**src/rtl/seven_seg_scan_pkg.sv**
```systemverilog
// seven_seg_scan_pkg: active-high segment patterns {a..g} and the digit-index width helper
package seven_seg_pkg;
  localparam logic [6:0] SEG_0   = 7'b1111110;
  localparam logic [6:0] SEG_1   = 7'b0110000;
  localparam logic [6:0] SEG_2   = 7'b1101101;
  localparam logic [6:0] SEG_3   = 7'b1111001;
  localparam logic [6:0] SEG_4   = 7'b0110011;
  localparam logic [6:0] SEG_5   = 7'b1011011;
  localparam logic [6:0] SEG_6   = 7'b1011111;
  localparam logic [6:0] SEG_7   = 7'b1110000;
  localparam logic [6:0] SEG_8   = 7'b1111111;
  localparam logic [6:0] SEG_9   = 7'b1111011;
  localparam logic [6:0] SEG_OFF = 7'b0000000;
  function automatic int idx_w(input int n);
    return (n <= 1) ? 1 : $clog2(n);
  endfunction
endpackage

```
**src/rtl/seven_seg_scan_if.sv**
```systemverilog
// seven_seg_scan_if: control (en, load, value) in, display pins (seg, an, frame_done) out
interface seven_seg_scan_if #(parameter int NUM_DIGITS = 4);
  logic                    en;
  logic                    load;
  logic [4*NUM_DIGITS-1:0] value;
  logic [6:0]              seg;
  logic [NUM_DIGITS-1:0]   an;
  logic                    frame_done;
  modport master (output en, load, value, input seg, an, frame_done);
  modport slave (input en, load, value, output seg, an, frame_done);
endinterface

```
**src/rtl/seven_seg_scan_bcd_to_seg7.sv**
```systemverilog
// bcd_to_seg7: combinational nibble -> active-high {a..g}; nibbles 10..15 decode blank
module bcd_to_seg7
  import seven_seg_pkg::*;
(
  input  logic [3:0] nib,
  output logic [6:0] seg
);
  always_comb begin
    case (nib)
      4'd0: seg = SEG_0;
      4'd1: seg = SEG_1;
      4'd2: seg = SEG_2;
      4'd3: seg = SEG_3;
      4'd4: seg = SEG_4;
      4'd5: seg = SEG_5;
      4'd6: seg = SEG_6;
      4'd7: seg = SEG_7;
      4'd8: seg = SEG_8;
      4'd9: seg = SEG_9;
      default: seg = SEG_OFF;
    endcase
  end
endmodule

```
**src/rtl/seven_seg_scan.sv**
```systemverilog
// seven_seg_scan: N-digit multiplexed BCD 7-seg driver; ports clk, rst, bus (slave: en/load/value in, seg/an/frame_done out); SEVEN_SEG_LZB_EN enables leading-zero blanking
module seven_seg_scan
  import seven_seg_pkg::*;
#(
  parameter int NUM_DIGITS     = 4,
  parameter int PRESCALE       = 50000,
  parameter int BLANK_CYCLES   = 2,
  parameter int SEG_ACTIVE_LOW = 0,
  parameter int AN_ACTIVE_LOW  = 1
) (
  input logic            clk,
  input logic            rst,
  seven_seg_scan_if.slave bus
);
  localparam int IW = idx_w(NUM_DIGITS);
  localparam int CW = $clog2(PRESCALE);
  localparam logic [6:0] SPOL = {7{SEG_ACTIVE_LOW != 0}};
  localparam logic [NUM_DIGITS-1:0] APOL = {NUM_DIGITS{AN_ACTIVE_LOW != 0}};
  logic [4*NUM_DIGITS-1:0] word;
  logic [CW-1:0]           cnt;
  logic [IW-1:0]           idx;
  logic [3:0]              nib;
  logic [6:0]              pat;
  logic [6:0]              seg_n;
  logic [NUM_DIGITS-1:0]   an_n;
  logic                    last_cnt, wrap, show, dig_blank;
  assign nib = word[4*idx +: 4];
  bcd_to_seg7 u_dec (.nib(nib), .seg(pat));
`ifdef SEVEN_SEG_LZB_EN
  // blank when every nibble from idx upward is zero; digit 0 always shows
  assign dig_blank = (idx != '0) && ((word >> (4*idx)) == '0);
`else
  assign dig_blank = 1'b0;
`endif
  always_comb begin
    last_cnt = cnt == CW'(PRESCALE - 1);
    wrap     = bus.en && last_cnt && idx == IW'(NUM_DIGITS - 1);
    show     = bus.en && cnt >= CW'(BLANK_CYCLES);
    seg_n    = (show && !dig_blank) ? pat : SEG_OFF;
    an_n     = show ? NUM_DIGITS'(1) << idx : '0;
  end
  always_ff @(posedge clk) begin
    if (rst) begin
      word           <= '0;
      cnt            <= '0;
      idx            <= '0;
      bus.seg        <= SEG_OFF ^ SPOL;
      bus.an         <= APOL;
      bus.frame_done <= 1'b0;
    end else begin
      if (bus.load) word <= bus.value;
      if (bus.en) begin
        cnt <= last_cnt ? '0 : cnt + 1'b1;
        if (last_cnt) idx <= wrap ? '0 : idx + 1'b1;
      end
      bus.seg        <= seg_n ^ SPOL;
      bus.an         <= an_n ^ APOL;
      bus.frame_done <= wrap;
    end
  end
endmodule

```
**src/flat_wrapper.sv**
```systemverilog
// flat-port wrapper written by rule: the top's interface ports become plain ports
module seven_seg_scan_flat import seven_seg_pkg::*;
#(
  parameter int NUM_DIGITS     = 4,
  parameter int PRESCALE       = 50000,
  parameter int BLANK_CYCLES   = 2,
  parameter int SEG_ACTIVE_LOW = 0,
  parameter int AN_ACTIVE_LOW  = 1
)
  (clk, rst, bus_en, bus_load, bus_value, bus_seg, bus_an, bus_frame_done);
  seven_seg_scan_if #(.NUM_DIGITS(NUM_DIGITS)) bus_i ();
  input logic clk;
  input logic rst;
  input wire logic [$bits(bus_i.en)-1:0] bus_en;
  input wire logic [$bits(bus_i.load)-1:0] bus_load;
  input wire logic [$bits(bus_i.value)-1:0] bus_value;
  output wire logic [$bits(bus_i.seg)-1:0] bus_seg;
  output wire logic [$bits(bus_i.an)-1:0] bus_an;
  output wire logic [$bits(bus_i.frame_done)-1:0] bus_frame_done;
  assign bus_i.en = bus_en;
  assign bus_i.load = bus_load;
  assign bus_i.value = bus_value;
  assign bus_seg = bus_i.seg;
  assign bus_an = bus_i.an;
  assign bus_frame_done = bus_i.frame_done;
  seven_seg_scan #(.NUM_DIGITS(NUM_DIGITS), .PRESCALE(PRESCALE), .BLANK_CYCLES(BLANK_CYCLES), .SEG_ACTIVE_LOW(SEG_ACTIVE_LOW), .AN_ACTIVE_LOW(AN_ACTIVE_LOW)) u_core (.clk(clk), .rst(rst), .bus(bus_i));
endmodule
```
**config.mk**
```make
export PLATFORM = sky130hd
export DESIGN_NAME = seven_seg_scan_flat
export DESIGN_NICKNAME = d
export VERILOG_FILES = /design/src/rtl/seven_seg_scan_pkg.sv /design/src/rtl/seven_seg_scan_if.sv /design/src/rtl/seven_seg_scan_bcd_to_seg7.sv /design/src/rtl/seven_seg_scan.sv /design/src/flat_wrapper.sv
export SDC_FILE = /design/constraint.sdc
export NUM_CORES = 1
export LEC_CHECK = 0
export CAP_MARGIN = 0
export CORE_ASPECT_RATIO = 1.25
export CORE_MARGIN = 2
export CORE_UTILIZATION = 45
export DETAILED_ROUTE_END_ITERATION = 12
export PLACE_DENSITY = 0.68
export SLEW_MARGIN = 20
export SYNTH_ARGS = -nofsm -noshare
export SYNTH_HDL_FRONTEND = slang
export SYNTH_SLANG_ARGS = --single-unit
```
**constraint.sdc**
```tcl
create_clock -name clk -period 3.2 [get_ports clk]
set_input_delay 0.64 -clock clk [delete_from_list [all_inputs] [get_ports clk]]
set_output_delay 0.64 -clock clk [all_outputs]
set_load 0.1 [all_outputs]
```
Word-level counts from Yosys, hierarchy flattened
Memories as Yosys holds them, arrays and structs flattened. A register that Yosys moved wholly into a read port is not among the register bits.
Index checks and enable logic that the tools add are counted.
{ "totals": {"memories": 1, "word_cells": 23, "romBits": 112, "reg_bits": 39, "output_inout_bits": 12} }
{ "memory_table": {"columns": ["memory", "depth", "width", "read_ports", "rd_clocked_by_memory_dff", "wr", "line", "rtl"], "rows": [
  ["(name not given)", 16, 7, 1, 1, 0, "seven_seg_scan_bcd_to_seg7.sv:9", "case (nib)"]
]} }
{ "classes": {"addsub": 2, "muxes": 3, "bitwise": 2, "shift": 2, "n_eq_ne": 2, "n_reduce_logical": 5, "n_lt_le_gt_ge": 1} }
{ "op_table": {"columns": ["op", "n"], "rows": [
  ["$add 16x1->16 const B", 1],
  ["$eq 16x16->1 const B", 1],
  ["$ge 16x2->1 const B", 1],
  ["$mux 16", 1],
  ["$shiftx 16x5->4", 1],
  ["$mux 4", 1],
  ["$not 4->4", 1],
  ["$shl 1x2->4 const A", 1],
  ["$logic_and 1x1->1", 3],
  ["$add 2x1->2 const B", 1],
  ["$eq 2x2->1 const B", 1],
  ["$mux 2", 1],
  ["$reduce_and 2->1", 1],
  ["$reduce_or 2->1", 1],
  ["$not 1->1", 1]
]} }

Logic depth before layout (Yosys ltp)
{ "depth": {"ltp_word": 4, "mapped_depth": 7, "mapped_depth_nobuf": 6} }

By module
Synthesis repeated with hierarchy kept, for this count alone.
{ "unflattened": {"cells_unflattened": 216, "hier_area_um2": 2114.5} }
{ "by_module_without_submodules": {"columns": ["module", "instances", "area_each_um2", "cells_each"], "rows": [
  ["seven_seg_scan", 1, 1895.6, 188],
  ["bcd_to_seg7", 1, 219.0, 28]
]} }

Worst setup path after synthesis
Ideal clock, no wire load.
{ "synth_timing": {"kind": "input -> register", "startpoint": "in bus_en", "endpoint": "reg u_core.cnt[3]", "cell_stages": 6, "path_slack_ns": 1.314, "arrival_time_ns": 1.772, "t_required_ns": 3.085, "setup_ns": 0.115, "cell_sequence": "or4b_1 -> nor4_2 -> or2_1 -> buf_6 -> buf_6 -> nor2_1"} }
{ "synth_lines": {"columns": ["item", "line", "rtl"], "rows": [
  ["start, declared", "flat_wrapper.sv:14", "input wire logic [$bits(bus_i.en)-1:0] bus_en;"],
  ["end signal, assigned", "seven_seg_scan.sv:53", "cnt <= last_cnt ? '0 : cnt + 1'b1;"],
  ["end, declared", "seven_seg_scan.sv:20", "logic [CW-1:0] cnt;"]
]} }

==> reports/results.txt <==
Worst Path Required -> 3.39 ns
Synth warnings -> 0
DR pass1 iterations -> 4
Via Count -> 1,607
Total number of H-tree levels -> 2
Synthesized net count -> 250
Clock buffer depth -> 2
Post-synth ARST share -> 0
Worst slew pin tran -> 0.453 ns
Post-place instance area -> 0.00247 mm²
Crit path capture type -> register
Initial DRC count -> 120
Share of layout cells above drive strength 1 -> 0.145
Final hold slack -> 0.494 ns
Final setup violation count -> 0
Worst-Skew Late Latency -> 0.29 ns
Post-DP HPWL -> 3.07 mm
Critical path startpoint category -> input pin
Hold path startpoint -> u_core.word[8]
Core area -> 0.00469 mm²
Port bufs -> 31
Max Cap Viol -> 0
Die H -> 81.5 µm
Nets@finish -> 282
CP top delay family -> simple AND/OR/NAND/NOR gates
Initial core utilization -> 0.461
Worst EP arrival -> 2.30 ns
Sink Count -> 46
Syn Inst Count -> 218
Tcrit/Tclk final -> 0.659
Fin crit period -> 2.11 ns
Root Buffer Master -> clkbuf_8
Number of hold violations in the final report -> 0
Post-route ant nets -> 0
Maximum VDD drop -> 0.000279 V
Clock transition at path regs -> 0.08 ns
Final instance area -> 0.00256 mm²
Grt ovf -> 0
Synth Flop Type -> dfxtp_1
WS Path Type -> in -> reg
All-Layer GR Usage -> 0.166
First-pass GRT wire length -> 6.84 mm
Setup Fix Bufs, Post-CTS -> 0
Seq/Total Area, Yosys -> 0.426
Crit path max fanout -> 10
Post-CTS Hold Buffers -> 0
Inserted Diodes -> 0
CTS tree -> done
R2R Path Start -> u_core.idx[0]
RSZ-0062 raised after global routing -> false
Bufs and invs on worst path -> 2
Ordered cell list for the critical path -> clkdlybuf4s50_1, or4b_1, nor4_2, or2_1, buf_4, nor2_1
Setup_tns -> 0 ns
Fmax -> 474 MHz
Initial antenna violation count -> 0
Static leakage -> 0.999 nW
Largest net degree at the start of global routing -> 21
Vias in the first global route -> 1,502
Post-synthesis register bit count -> 46
CP max stage cell -> clkdlybuf4s50_1
Wire per inst -> 13.3 µm
Worst hold path type -> reg -> reg
Die width -> 66.0 µm
Power Density -> 429 mW/mm²
Synthesized area -> 0.00216 mm²
Worst Clk Skew -> 0.00682 ns
FP Rows -> 28
Number of gates resized after cts -> 0
Mean Syn Cell Area -> 9.92 µm²
DIE AREA -> 0.00538 mm²
I/O Pins -> 32
EDFF count, synth -> 0
Routability cong. -> 0.849
Distinct cells, synth -> 41
Crit path largest cell delay -> 0.47 ns
Syn-to-layout area delta -> 18.2%
CP Launch Point -> bus_en
Max Slew Vio Count -> 0
Status -> completed
TritonCTS buffer count -> 5
Routed vias/inst -> 5.20
Slew HR -> 0.697
DRC viols -> 0
Routed WL -> 4.12 mm
-- layer usage --
| metal | part of all wire | global-route usage |
|---|---|---|
| met5 | 0 | 0 |
| met4 | 0.019 | 0.0612 |
| met3 | 0.035 | 0.0425 |
| met2 | 0.51 | 0.292 |
| met1 | 0.43 | 0.195 |
-- cells in the final DEF, fill, tap and decap left out, types with 4 or more instances in the layout --
master           Yosys  layout
mux4_2               4       4
xnor2_1              6       6
nand2_1             13      13
xor2_1               7       7
nand4_1             11      11
ha_1                12      12
a21oi_1              7       7
nor2_1              38      38
clkbuf_8             2       6
inv_1                7       7
mux2i_1             18      18
clkdlybuf4s50_1      0      19
dfxtp_1             46      46
buf_4                1      17
-- power by group --
group,switching [mW],internal [mW]
Clock,0.172,0.167
Sequential,0.0132,0.592
Combinational,0.0910,0.0620
-- area by class of cell --
class	instances	area, µm²
flip-flops and latches	46	921
clock buffers	6	82.6
repair buffers	36	318
multi-input cells	154	1130
fillers	460	2140
well taps	60	75.1
inverters	7	26.3
-- synth_stat cells, drive strengths merged, types with 3 or more instances --
library cell / number / area share
and4: 3 / 0.013
o21ai: 3 / 0.0087
nand4: 11 / 0.032
buf: 5 / 0.019
or4: 3 / 0.014
xor2: 7 / 0.028
nor2b: 3 / 0.0087
nand2: 13 / 0.023
o22ai: 3 / 0.0087
a21oi: 7 / 0.016
clkbuf: 6 / 0.020
dfxtp: 46 / 0.43
mux4: 4 / 0.042
mux2i: 18 / 0.083
and3: 3 / 0.0093
xnor2: 6 / 0.024
ha: 12 / 0.069
inv: 7 / 0.012
nor2: 38 / 0.066
nor4: 3 / 0.014
-- registers in the layout (all words and copies together) (netlist names) --
name                   flops
u_core.cnt                16
u_core.word               16
u_core.bus.seg             7
u_core.bus.an              4
u_core.idx                 2
u_core.bus.frame_done      1
-- per-stage QoR --
step                       util  power [mW]  setup slack [ns]  std cells
after floorplan               -       0.725              1.31        218
after global placement    0.527       0.771             0.820        303
after detailed placement  0.527       0.773             0.792        303
after CTS                 0.545        1.11              1.09        309
after global routing      0.545        1.15             0.972        309
final                     0.545        1.10              1.09        309
-- tightest hold or removal path: stages, from the launching register on --
cell	delay (ns)
dfxtp_1	0.33
mux2i_1	0.06
nor2_1	0.07
-- cell families (layout without fill, tap and decap cells) --
family	Yosys count	after routing	synth area share
AOI/OAI and AO/OA	19	19	0.0659
xor gates and xnor gates	13	13	0.0526
adders and majority gates	12	12	0.0694
buffers and inverters	18	49	0.0503
DFF	46	46	0.426
muxes	22	22	0.125
and+or+nand+nor	88	88	0.211
-- worst paths after layout --
kind / slack (ns) / cells past startpoint / end
min reg2reg: 0.49 / 2 / u_core.word[8]
max reg2reg: 1.25 / 5 / u_core.bus.seg[6]
min: 0.49 / 2 / u_core.word[8]
max: 1.09 / 6 / u_core.cnt[4]
No activity file was read; power rests on OpenSTA's default activity.
